===== config.mk =====
export PLATFORM = sky130hd
export DESIGN_NAME = pipeline_stall_ctrl
export DESIGN_NICKNAME = d
export VERILOG_FILES = /design/src/rtl/pipeline_stall_ctrl.sv
export SDC_FILE = /design/constraint.sdc
export NUM_CORES = 1
export LEC_CHECK = 0
export BUFFER_PORTS_ARGS = -buffer_cell sky130_fd_sc_hd__clkbuf_2
export CORE_UTILIZATION = 36
export DETAILED_ROUTE_END_ITERATION = 10
export GPL_TIMING_DRIVEN = 0
export PLACE_DENSITY = 0.92
export SLEW_MARGIN = 5
export SYNTH_ARGS = -nofsm -noshare
export SYNTH_HDL_FRONTEND = slang
export SYNTH_SLANG_ARGS = --single-unit

===== constraint.sdc =====
create_clock -name clk -period 1.6 [get_ports clk]
set_input_delay 0.08 -clock clk [delete_from_list [all_inputs] [get_ports clk]]
set_output_delay 0.08 -clock clk [all_outputs]
set_load 0.005 [all_outputs]

===== src/rtl/pipeline_stall_ctrl.sv =====
// pipeline_stall_ctrl: per-stage enable/bubble control for load, memory-busy and flush stalls.
// Define PIPE_STALL_PERF_EN to build the load-stall and flush performance counters.
module pipeline_stall_ctrl #(
  parameter int NUM_STAGES  = 5,
  parameter int HOLD_STAGES = 3,
  parameter int FLUSH_DEPTH = 2,
  parameter int LOAD_STALL  = 1,
  parameter int CNT_W       = 4
) (
  input  logic                  clk,
  input  logic                  rst_n,
  input  logic                  stall_for_load,
  input  logic                  mem_busy,
  input  logic                  flush_req,
  output logic [NUM_STAGES-1:0] stage_enable,
  output logic [NUM_STAGES-1:0] stage_bubble,
  output logic                  stall_active,
  output logic [31:0]           perf_stall_cnt,
  output logic [31:0]           perf_flush_cnt
);
  localparam logic [NUM_STAGES-1:0] TOP_BIT   = NUM_STAGES'(1 << (NUM_STAGES - 1));
  localparam logic [NUM_STAGES-1:0] FLUSH_BUB = NUM_STAGES'((1 << (FLUSH_DEPTH + 1)) - 2);
  localparam logic [NUM_STAGES-1:0] HOLD_MASK = NUM_STAGES'((1 << HOLD_STAGES) - 1);
  localparam logic [NUM_STAGES-1:0] HOLD_BUB  = NUM_STAGES'(1 << HOLD_STAGES);
  typedef enum logic {IDLE, LSTALL} state_e;
  state_e           state_q, state_d;
  logic [CNT_W-1:0] cnt_q, cnt_d;
  logic             load_cyc;
  // mem_busy freezes state and cnt so a pending load stall resumes afterwards
  always_comb begin
    stage_enable = '1;
    stage_bubble = '0;
    state_d      = state_q;
    cnt_d        = cnt_q;
    load_cyc     = ~mem_busy & ~flush_req & ((state_q == LSTALL) | stall_for_load);
    if (mem_busy) begin
      stage_enable = TOP_BIT;
      stage_bubble = TOP_BIT;
    end else if (flush_req) begin
      stage_bubble = FLUSH_BUB;
      state_d      = IDLE;
      cnt_d        = '0;
    end else if (load_cyc) begin
      stage_enable = ~HOLD_MASK;
      stage_bubble = HOLD_BUB;
      if (state_q == LSTALL) begin
        cnt_d   = cnt_q - CNT_W'(1);
        state_d = (cnt_q == CNT_W'(1)) ? IDLE : LSTALL;
      end else if (LOAD_STALL > 1) begin
        state_d = LSTALL;
        cnt_d   = CNT_W'(LOAD_STALL - 1);
      end
    end
  end
  assign stall_active = ~&stage_enable;
  always_ff @(posedge clk or negedge rst_n) begin
    if (!rst_n) begin
      state_q <= IDLE;
      cnt_q   <= '0;
    end else begin
      state_q <= state_d;
      cnt_q   <= cnt_d;
    end
  end
`ifdef PIPE_STALL_PERF_EN
  logic [31:0] perf_stall_q, perf_stall_d, perf_flush_q, perf_flush_d;
  always_comb begin
    perf_stall_d = perf_stall_q + 32'(load_cyc);
    perf_flush_d = perf_flush_q + 32'(~mem_busy & flush_req);
  end
  always_ff @(posedge clk or negedge rst_n) begin
    if (!rst_n) begin
      perf_stall_q <= '0;
      perf_flush_q <= '0;
    end else begin
      perf_stall_q <= perf_stall_d;
      perf_flush_q <= perf_flush_d;
    end
  end
  assign perf_stall_cnt = perf_stall_q;
  assign perf_flush_cnt = perf_flush_q;
`else
  assign perf_stall_cnt = 32'd0;
  assign perf_flush_cnt = 32'd0;
`endif
endmodule


Word level (Yosys, flattened, before mapping):

Index checks and enable logic that the tools add are counted.
Widths: inputs -> output; s select.

* register bits after elaboration: 5
* bits of input ports: 5
* output and inout port bits: 75
* logic and storage cells: 28

* $add $sub $neg: 1
* eq/ne operators: 1
* muxes and demuxes: 13
* bitwise gates (word level): 5
* reductions and logical operators: 6

Operator list (count)
* $mux 4: 5
* $mux 5: 2
* $mux 3: 2
* $reduce_and 5->1: 1
* $eq 4x1->1 const B: 1
* $mux 1: 4
* $reduce_bool 2->1: 2
* $sub 4x1->4 const B: 1
* $reduce_and 3->1: 1
* $and 1x1->1: 2
* $not 1->1: 2
* $reduce_and 2->1: 1
* $logic_not 1->1: 1
* $or 1x1->1: 1

Longest topological paths before layout:

Gate-level depths: netlist of run 1.

* depth in word-level cells: 8
* mapped depth: 5
* depth with buffers taken out: 5

Worst setup path after synthesis of run 1:

No wires, ideal clock.

* path type: register to register
* from: register cnt_q[0]
* to: register cnt_q[3]
* library setup time: 77 ps
* arrival: 1291 ps
* data required time: 1523 ps
* setup slack: 232 ps
* stages on the path, launching flop included: 4
* buffers on the path: 0
* period minus slack after synthesis: 1368 ps
* cell sequence: dfrtp_1 -> or3b_1 -> or4_1 -> a21oi_1

* word-level cells in the longest chain between the ends: 4

RTL lines
* start: declaration: RTL line 27 `logic [CNT_W-1:0] cnt_q, cnt_d;`
* start signal: assignment: RTL line 62 `cnt_q <= cnt_d;`
* $sub 4x1->4: RTL line 47 `cnt_d = cnt_q - CNT_W'(1);`
* $mux 4: RTL line 46 `if (state_q == LSTALL) begin`
* $mux 4: RTL line 43 `end else if (load_cyc) begin`
* $mux 4: RTL line 39 `end else if (flush_req) begin`

Every way passes these cells. The select of a mux whose other input is x is not followed.
A chain may end at the register's enable or synchronous reset.

Worst setup path after layout of run 1:

* from: register state_q
* to: register cnt_q[3]

* word-level cells in the longest chain between the ends: 4
* elaborated cells between the ends (all ways): 5
* classes of those cells: bitwise: 2; reduce/logical: 3

RTL lines
* start: declaration: RTL line 26 `state_e state_q, state_d;`
* start signal: assignment: RTL line 61 `state_q <= state_d;`
* $or 1x1->1: RTL line 35 `load_cyc = ~mem_busy & ~flush_req & ((state_q == LSTALL) | stall_for_load);`
* $and 1x1->1: RTL line 35
* $reduce_bool 2->1 (no line)
* $reduce_and 3->1 (no line) *

Mark *: on every way between the ends. The rest lies on a longest branch, timed or not.

==> results of run 1 <==
==> synth_stat cells (all sizes together) <==
cell,count
a21oi,2
and2b,1
buf,70
clkbuf,1
conb,2
dfrtp,5
ha,2
inv,4
mux2i,1
nand2,3
nor2,4
o21a,1
o21ai,3
o21bai,1
o22a,1
o22ai,1
o31ai,1
or2b,1
or3b,1
or4,1
==> state kept, by name, indices dropped and copies added (netlist names) <==
name / count
state_q: 1
cnt_q: 4
==> logic make-up after synthesis <==
logic type	synth area share
simple gates	0.0719
fa+ha+maj	0.0299
buf+inv	0.653
other cells	0.00899
mux	0.0120
flops	0.150
compound gates	0.0749
==> routing by layer <==
layer  vias up  share of wire
li1        356              -
met4         0         0.0049
met2        39           0.59
met3         2           0.11
met5         -              0
met1       252           0.29
==> final timing paths <==
kind                                        endpoint  slack (ps)  depth (start not counted)
worst max-delay path            cnt_q[3]$_DFFE_PN0P_         120                          3
max in group asynchronous       cnt_q[1]$_DFFE_PN0P_        1280                          2
worst min-delay path            cnt_q[1]$_DFFE_PN0P_         130                          2
min in group asynchronous       cnt_q[3]$_DFFE_PN0P_         190                          2
worst min register to register  cnt_q[3]$_DFFE_PN0P_         570                          2
worst max register to register  cnt_q[3]$_DFFE_PN0P_         120                          3
==> metrics by stage <==
step | cell area, um2 | hold WS, ps
2_1_floorplan | 1080 | -216
3_3_place_gp | 1170 | -104
3_5_place_dp | 1170 | -102
4_1_cts | 1210 | 116
5_1_grt | 1210 | 129
6_report | 1210 | 125
==> cell type report <==
type,count,area share
sequential,5,0.104
timing repair buffer,13,0.0580
multi-input combinational,90,0.336
buffer,71,0.439
clock buffer,4,0.0218
tap,28,0.0290
inverter,4,0.0124
==> power by group through the flow <==
stage	clock [mW]	sequential, mW	combinational (mW)
floorplan	0	0.144	0.193
detailed placement	0	0.146	0.218
global route	0.160	0.146	0.251
finish	0.140	0.144	0.228
global placement	0	0.146	0.217
CTS	0.146	0.144	0.220
==> results.cfg, run 1 <==
[clock_network]
root_buffer = clkbuf_4
cts_resized = 0
clkLatencyLatePin_ps = 230
cts.path.max_buffers = 2
cts_buffers = 3
postCtsHoldBufs = 1
htreeDepth = 1
cts_tree = done
cts_sinks = 5
cts_setup_buffers = 0
path_clk_slew_ps = 40

[worst_setup_path]
end_kind = flop
criticalPathCategory = reg2reg
critical_path_required_ps = 1750
crit_path_start_kind = flop
cpPeakStageDelay_ps = 420
startpoint = state_q$_DFFE_PN0P_
crit_family = simple AND/OR/NAND/NOR gates
cp.arrival_ps = 1630
r2r_start = state_q$_DFFE_PN0P_
critPathMaxFanout = 7
critical_path.slowest_cell = dfrtp_1
crit_chain = or3b_1 -> or4_1 -> a21oi_1
cp_num_buf_inv = 0

[power_and_ir_drop]
power_density_nw_per_um2 = 424
p_leak_nw = 0.810
comb_power_share = 0.445
p_seq_frac = 0.282
power_switching_uw = 146
pwr-share-clk = 0.273
peakVddDrop_uv = 404
power.internal_uw = 366
sw_frac_of_total = 0.286
power_uw = 512

[place]
gp_congestion = 0.833
dp_slack_ps = 118
port-buffer-count = 12
dp_hpwl_um = 1140
placed_cells = 210

[sta]
slew_viol_final = 0
period_needed_ps = 1480
period_share = 0.926
finalWorstSetupSlack_ps = 118
fin_skew_ps = 0.647
hold_viol = 0
fmax_mhz = 675
setup-violations-final = 0
setup_tns_ps = 0
rsz0062_at_grt = false

[finish]
drive_gt1_frac = 0.471
seq_area_um2 = 125
antennaDiodeCount = 0
fill_cells = 203
layout_common_cells = buf_4 (70), conb_1 (66), clkbuf_2 (13)
area_delta_synth_final_pct = 44.5
multi_input_area_um2 = 405
fin_util = 0.551
nNetsFinal = 195
final_common_cell = buf_4
final_cells = 215

[global_routing]
grt-busiest-layer = met2
grt_util_met2 = 0.193
first_global_vias = 463
antenna_found_initial = 0
gr-usage-all-layers = 0.0890
grt_util_met1 = 0.0647
grt_start_max_net_pins = 10
grt_pass1_wl_um = 1730
grtUsageMet3 = 0.0182
grt-ovfl-total = 0

[logic_synthesis]
synth_top_area_frac = 0.629
synthTopCellsByArea = buf_4 (63%), dfrtp_1 (15%), ha_1 (3.0%)
netlist_area_um2 = 836
synth-seq-cells = 5
synth_warnings = 0
ys_seq_area_frac = 0.150
yosys.area.top_type = buf_4
yosysUniqueCellTypes = 20
synth_area_per_cell_um2 = 7.88
synthCells = 106

[floorplanning]
dieArea_um2 = 2520
die_x_um = 50.2
start_util = 0.381
fp.dieH_um = 50.2
coreArea_um2 = 2190
io_pins = 80
fp-row-count = 17

[routing]
dr.pass1.iters = 4
postRouteAntennaNets = 0
drt_iter0_drc = 7
drc = 0
routedWlPerCell_um = 5.70
drt-total-wl_um = 1230
vias = 649
vias_per_cell = 3.02

[min_path]
holdCritStartpoint = flush_req
min_path_type = in2reg

[run_status]
status = completed

[job]
drv_cap = 0
Note: power is estimated with default switching activity, not from simulation.
==> run 2: changes to the inputs <==
--- a/config.mk
+++ b/config.mk
@@ -6,10 +6,12 @@
 export NUM_CORES = 1
 export LEC_CHECK = 0
 export BUFFER_PORTS_ARGS = -buffer_cell sky130_fd_sc_hd__clkbuf_2
-export CORE_UTILIZATION = 36
+export CELL_PAD_IN_SITES_DETAIL_PLACEMENT = 1
+export CELL_PAD_IN_SITES_GLOBAL_PLACEMENT = 1
+export CORE_UTILIZATION = 23
 export DETAILED_ROUTE_END_ITERATION = 10
 export GPL_TIMING_DRIVEN = 0
-export PLACE_DENSITY = 0.92
+export PLACE_DENSITY = 0.77
 export SLEW_MARGIN = 5
 export SYNTH_ARGS = -nofsm -noshare
 export SYNTH_HDL_FRONTEND = slang
==> results.cfg, run 2 (same netlist as run 1, synthesis figures left out) <==
[worst_setup_path]
r2r_cells = 3
critical_path_required_ps = 1760
cp.arrival_ps = 1630
crit_path_start_kind = flop
cp.depth = 3
critical_path.slowest_cell = or3b_1
cpPeakStageDelay_ps = 420
end_kind = flop
crit_chain = or3b_1 -> or4_1 -> a21oi_1
criticalPathCategory = reg2reg
crit_family = simple AND/OR/NAND/NOR gates
cp_num_buf_inv = 0
critPathMaxFanout = 4

[clock_network]
cts_buffers = 3
cts_sinks = 5
cts.path.max_buffers = 2
clkLatencyLatePin_ps = 240
htreeDepth = 1
cts_tree = done
path_clk_slew_ps = 40
root_buffer = clkbuf_4
cts_setup_buffers = 0

[min_path]
holdPathStages = 2
min_path_type = in2reg

[run_status]
status = completed

[finish]
final_cells = 233
layout_common_cells = buf_4 (70), conb_1 (66), clkbuf_2 (13)
drive_gt1_frac = 0.476
largest_reg_flops = 4
multi_input_area_um2 = 405
area_delta_synth_final_pct = 47.3
fin_util = 0.360
nNetsFinal = 195
seq_area_um2 = 126
stdcell_area_um2 = 1230
final_common_cell = buf_4
regMostFlops = cnt_q
fill_cells = 469
reg.largest.list = cnt_q: 4 flops, state_q: 1 flops
antennaDiodeCount = 0

[place]
dp_slack_ps = 141
detailed_place.area_um2 = 1190
dp_hpwl_um = 1340
placed_cells = 228
port-buffer-count = 12
gp_congestion = 0.710

[power_and_ir_drop]
power_density_nw_per_um2 = 423
power_uw = 520
p_leak_nw = 0.809
peakVddDrop_uv = 140

[floorplanning]
start_util = 0.245
fp.dieH_um = 62.3
coreArea_um2 = 3420
die_x_um = 62.3
dieArea_um2 = 3880
io_pins = 80
fp-row-count = 21

[routing]
vias_per_cell = 2.94
drc = 0
drt_iter0_drc = 21
postRouteAntennaNets = 0
drt-total-wl_um = 1480
routedWlPerCell_um = 6.36
vias = 684
dr.pass1.iters = 3

[sta]
fmax_mhz = 683
hold_viol = 0
finalWorstSetupSlack_ps = 137
fin_hold_ws_ps = 138
period_needed_ps = 1460
period_share = 0.914
setup-violations-final = 0
setup_tns_ps = 0
rsz0062_at_grt = false
slew_viol_final = 0
fin_skew_ps = 2.19

[global_routing]
grt-ovfl-total = 0
grt_pass1_wl_um = 2370
gr-usage-all-layers = 0.0769
grt_start_max_net_pins = 10
first_global_vias = 538
antenna_found_initial = 0

[job]
drv_cap = 0
## run 2: where the power goes
| group | total, mW | internal (mW) | switching (mW) |
|---|---|---|---|
| clock | 0.147 | 0.0943 | 0.0523 |
| sequential | 0.144 | 0.135 | 0.00880 |
| combinational | 0.230 | 0.136 | 0.0933 |
| total | 0.520 | 0.366 | 0.154 |
## run 2: worst reg2reg max path: stages, from the launching register on
cell	delay, ps
dfrtp_1	400
or3b_1	420
or4_1	410
a21oi_1	150
## run 2: area by class of cell
type / instances / area share
plain buffers: 71 / 0.431
inverters: 4 / 0.0122
multi-input cells: 90 / 0.329
clock buffers: 4 / 0.0213
flip-flops and latches: 5 / 0.103
well taps: 46 / 0.0467
repair buffers: 13 / 0.0569
## run 2: path summary, 6_finish.rpt
check                                     startpoint              endpoint  slack, ps
worst min-delay path                       flush_req  cnt_q[1]$_DFFE_PN0P_        140
worst max register to register  cnt_q[0]$_DFFE_PN0P_  cnt_q[3]$_DFFE_PN0P_        140
max in group asynchronous                      rst_n   state_q$_DFFE_PN0P_       1250
worst max-delay path            cnt_q[0]$_DFFE_PN0P_  cnt_q[3]$_DFFE_PN0P_        140
worst min register to register  cnt_q[3]$_DFFE_PN0P_  cnt_q[3]$_DFFE_PN0P_        560
min in group asynchronous                      rst_n  cnt_q[0]$_DFFE_PN0P_        190
## run 2: routing by layer
metal,part of all wire,up-vias,global-route usage
li1,-,357,-
met4,0.0081,0,0.0436
met5,0,-,0
met2,0.51,40,0.136
met3,0.11,2,0.0257
met1,0.38,285,0.0789
## run 2: what timing repair did
item / CTS / global route
hold endpoints to repair: 5 / 0
hold buffers: 1 / 0
gates resized for setup: 0 / 1
endpoints found under the setup margin: 0 / 1
==> run 3: changes to the inputs <==
--- a/config.mk
+++ b/config.mk
@@ -10,7 +10,6 @@
 export CELL_PAD_IN_SITES_GLOBAL_PLACEMENT = 1
 export CORE_UTILIZATION = 23
 export DETAILED_ROUTE_END_ITERATION = 10
-export GPL_TIMING_DRIVEN = 0
 export PLACE_DENSITY = 0.77
 export SLEW_MARGIN = 5
 export SYNTH_ARGS = -nofsm -noshare
==> constraint.sdc (replaced) <==
create_clock -name clk -period 1.4 [get_ports clk]
set_input_delay 0.07 -clock clk [delete_from_list [all_inputs] [get_ports clk]]
set_output_delay 0.07 -clock clk [all_outputs]
set_load 0.005 [all_outputs]
==> results.cfg, run 3 (same netlist as run 1, synthesis figures left out) <==
[clock_network]
htreeDepth = 1
cts_tree = done
cts_sinks = 5
cts.path.max_buffers = 2
root_buffer = clkbuf_4
path_clk_slew_ps = 50
cts_setup_buffers = 0
cts_buffers = 3
clkLatencyLatePin_ps = 250

[place]
dp_hpwl_um = 1000
gp_congestion = 0.742
port-buffer-count = 13

[worst_setup_path]
crit_path_start_kind = flop
cpPeakStageDelay_ps = 420
cp.arrival_ps = 1530
critical_path.slowest_cell = or4_4
critPathMaxFanout = 2
reg2reg_slack_ps = 50
critical_path_required_ps = 1580
end_kind = flop
criticalPathCategory = reg2reg
crit_chain = or3b_4 -> or4_4 -> a21oi_2

[finish]
area_delta_synth_final_pct = -10.9
largest_reg_flops = 4
drive_gt1_frac = 0.207
reg.largest.list = cnt_q: 4 flops, state_q: 1 flops
nNetsFinal = 129
fin_util = 0.218
regMostFlops = cnt_q
layout_common_cells = conb_1 (66), clkbuf_2 (13), dfrtp_1 (5)
antennaDiodeCount = 0
final_common_cell = conb_1

[routing]
vias = 492
drt-total-wl_um = 1220
routedWlPerCell_um = 7.31
dr.pass1.iters = 4
drc = 0
drt_iter0_drc = 17
postRouteAntennaNets = 0
vias_per_cell = 2.95

[power_and_ir_drop]
power_uw = 459
p_leak_nw = 0.457
power_density_nw_per_um2 = 616
peakVddDrop_uv = 177

[sta]
setup_tns_ps = 0
slew_viol_final = 0
rsz0062_at_grt = true
fin_hold_ws_ps = 121
period_share = 0.961
period_needed_ps = 1350
fin_skew_ps = 6.60
fmax_mhz = 743
hold_viol = 0
setup-violations-final = 0

[floorplanning]
coreArea_um2 = 3420
dieArea_um2 = 3880
fp.dieH_um = 62.3
start_util = 0.245
fp-row-count = 21
io_pins = 80
die_x_um = 62.3

[global_routing]
first_global_vias = 367
grt_start_max_net_pins = 10
antenna_found_initial = 0
grt-ovfl-total = 0
gr-usage-all-layers = 0.0606
grt_pass1_wl_um = 1760

[min_path]
min_path_type = in2reg

[run_status]
status = completed

[job]
drv_cap = 0
run 3: cell type report:
type / instances / area [um2]
Multi-Input combinational cell: 90 / 415
Tap cell: 46 / 57.6
Fill cell: 461 / 2670
Clock buffer: 4 / 26.3
Inverter: 4 / 15.0
Timing Repair Buffer: 18 / 105
Sequential cell: 5 / 125
run 3: stage by stage:
stage	area (um2)	instances	setup WS (ps)
2_1_floorplan	1080	170	32.0
3_3_place_gp	698	162	57.2
3_5_place_dp	698	162	21.1
4_1_cts	734	167	3.58
5_1_grt	744	167	-4.30
6_report	744	167	54.2
run 3: where the power goes:
group	switching, mW	internal [mW]
logic	0.0832	0.0350
clock network	0.0663	0.108
registers	0.0114	0.155
total	0.161	0.298
run 3: final timing paths:
check,cells past startpoint,startpoint,endpoint
worst max-delay path,3,cnt_q[0]$_DFFE_PN0P_,cnt_q[3]$_DFFE_PN0P_
worst min-delay path,2,flush_req,cnt_q[1]$_DFFE_PN0P_
worst max register to register,3,cnt_q[0]$_DFFE_PN0P_,cnt_q[3]$_DFFE_PN0P_
worst min register to register,2,cnt_q[1]$_DFFE_PN0P_,cnt_q[3]$_DFFE_PN0P_
max in group asynchronous,2,rst_n,state_q$_DFFE_PN0P_
min in group asynchronous,2,rst_n,cnt_q[3]$_DFFE_PN0P_
run 3: critical path: cells and delay by family, from the launching register on:
| family | cells | cell delay (ps) |
|---|---|---|
| simple gates | 2 | 790 |
| flops | 1 | 370 |
| compound gates | 1 | 120 |
run 3: timing repair:
item | CTS | global route
endpoints found under the setup margin | 0 | 1
endpoints found under the hold margin | 5 | 0
hold buffers | 1 | 0
resized for setup | 0 | 3
run 3: layer usage:
layer,wire length [um],vias to the layer above,GRT usage
met2,603,43,0.0975
met5,0,-,0
met3,184,3,0.0313
li1,-,224,-
met1,416,222,0.0632
met4,14,0,0.0349
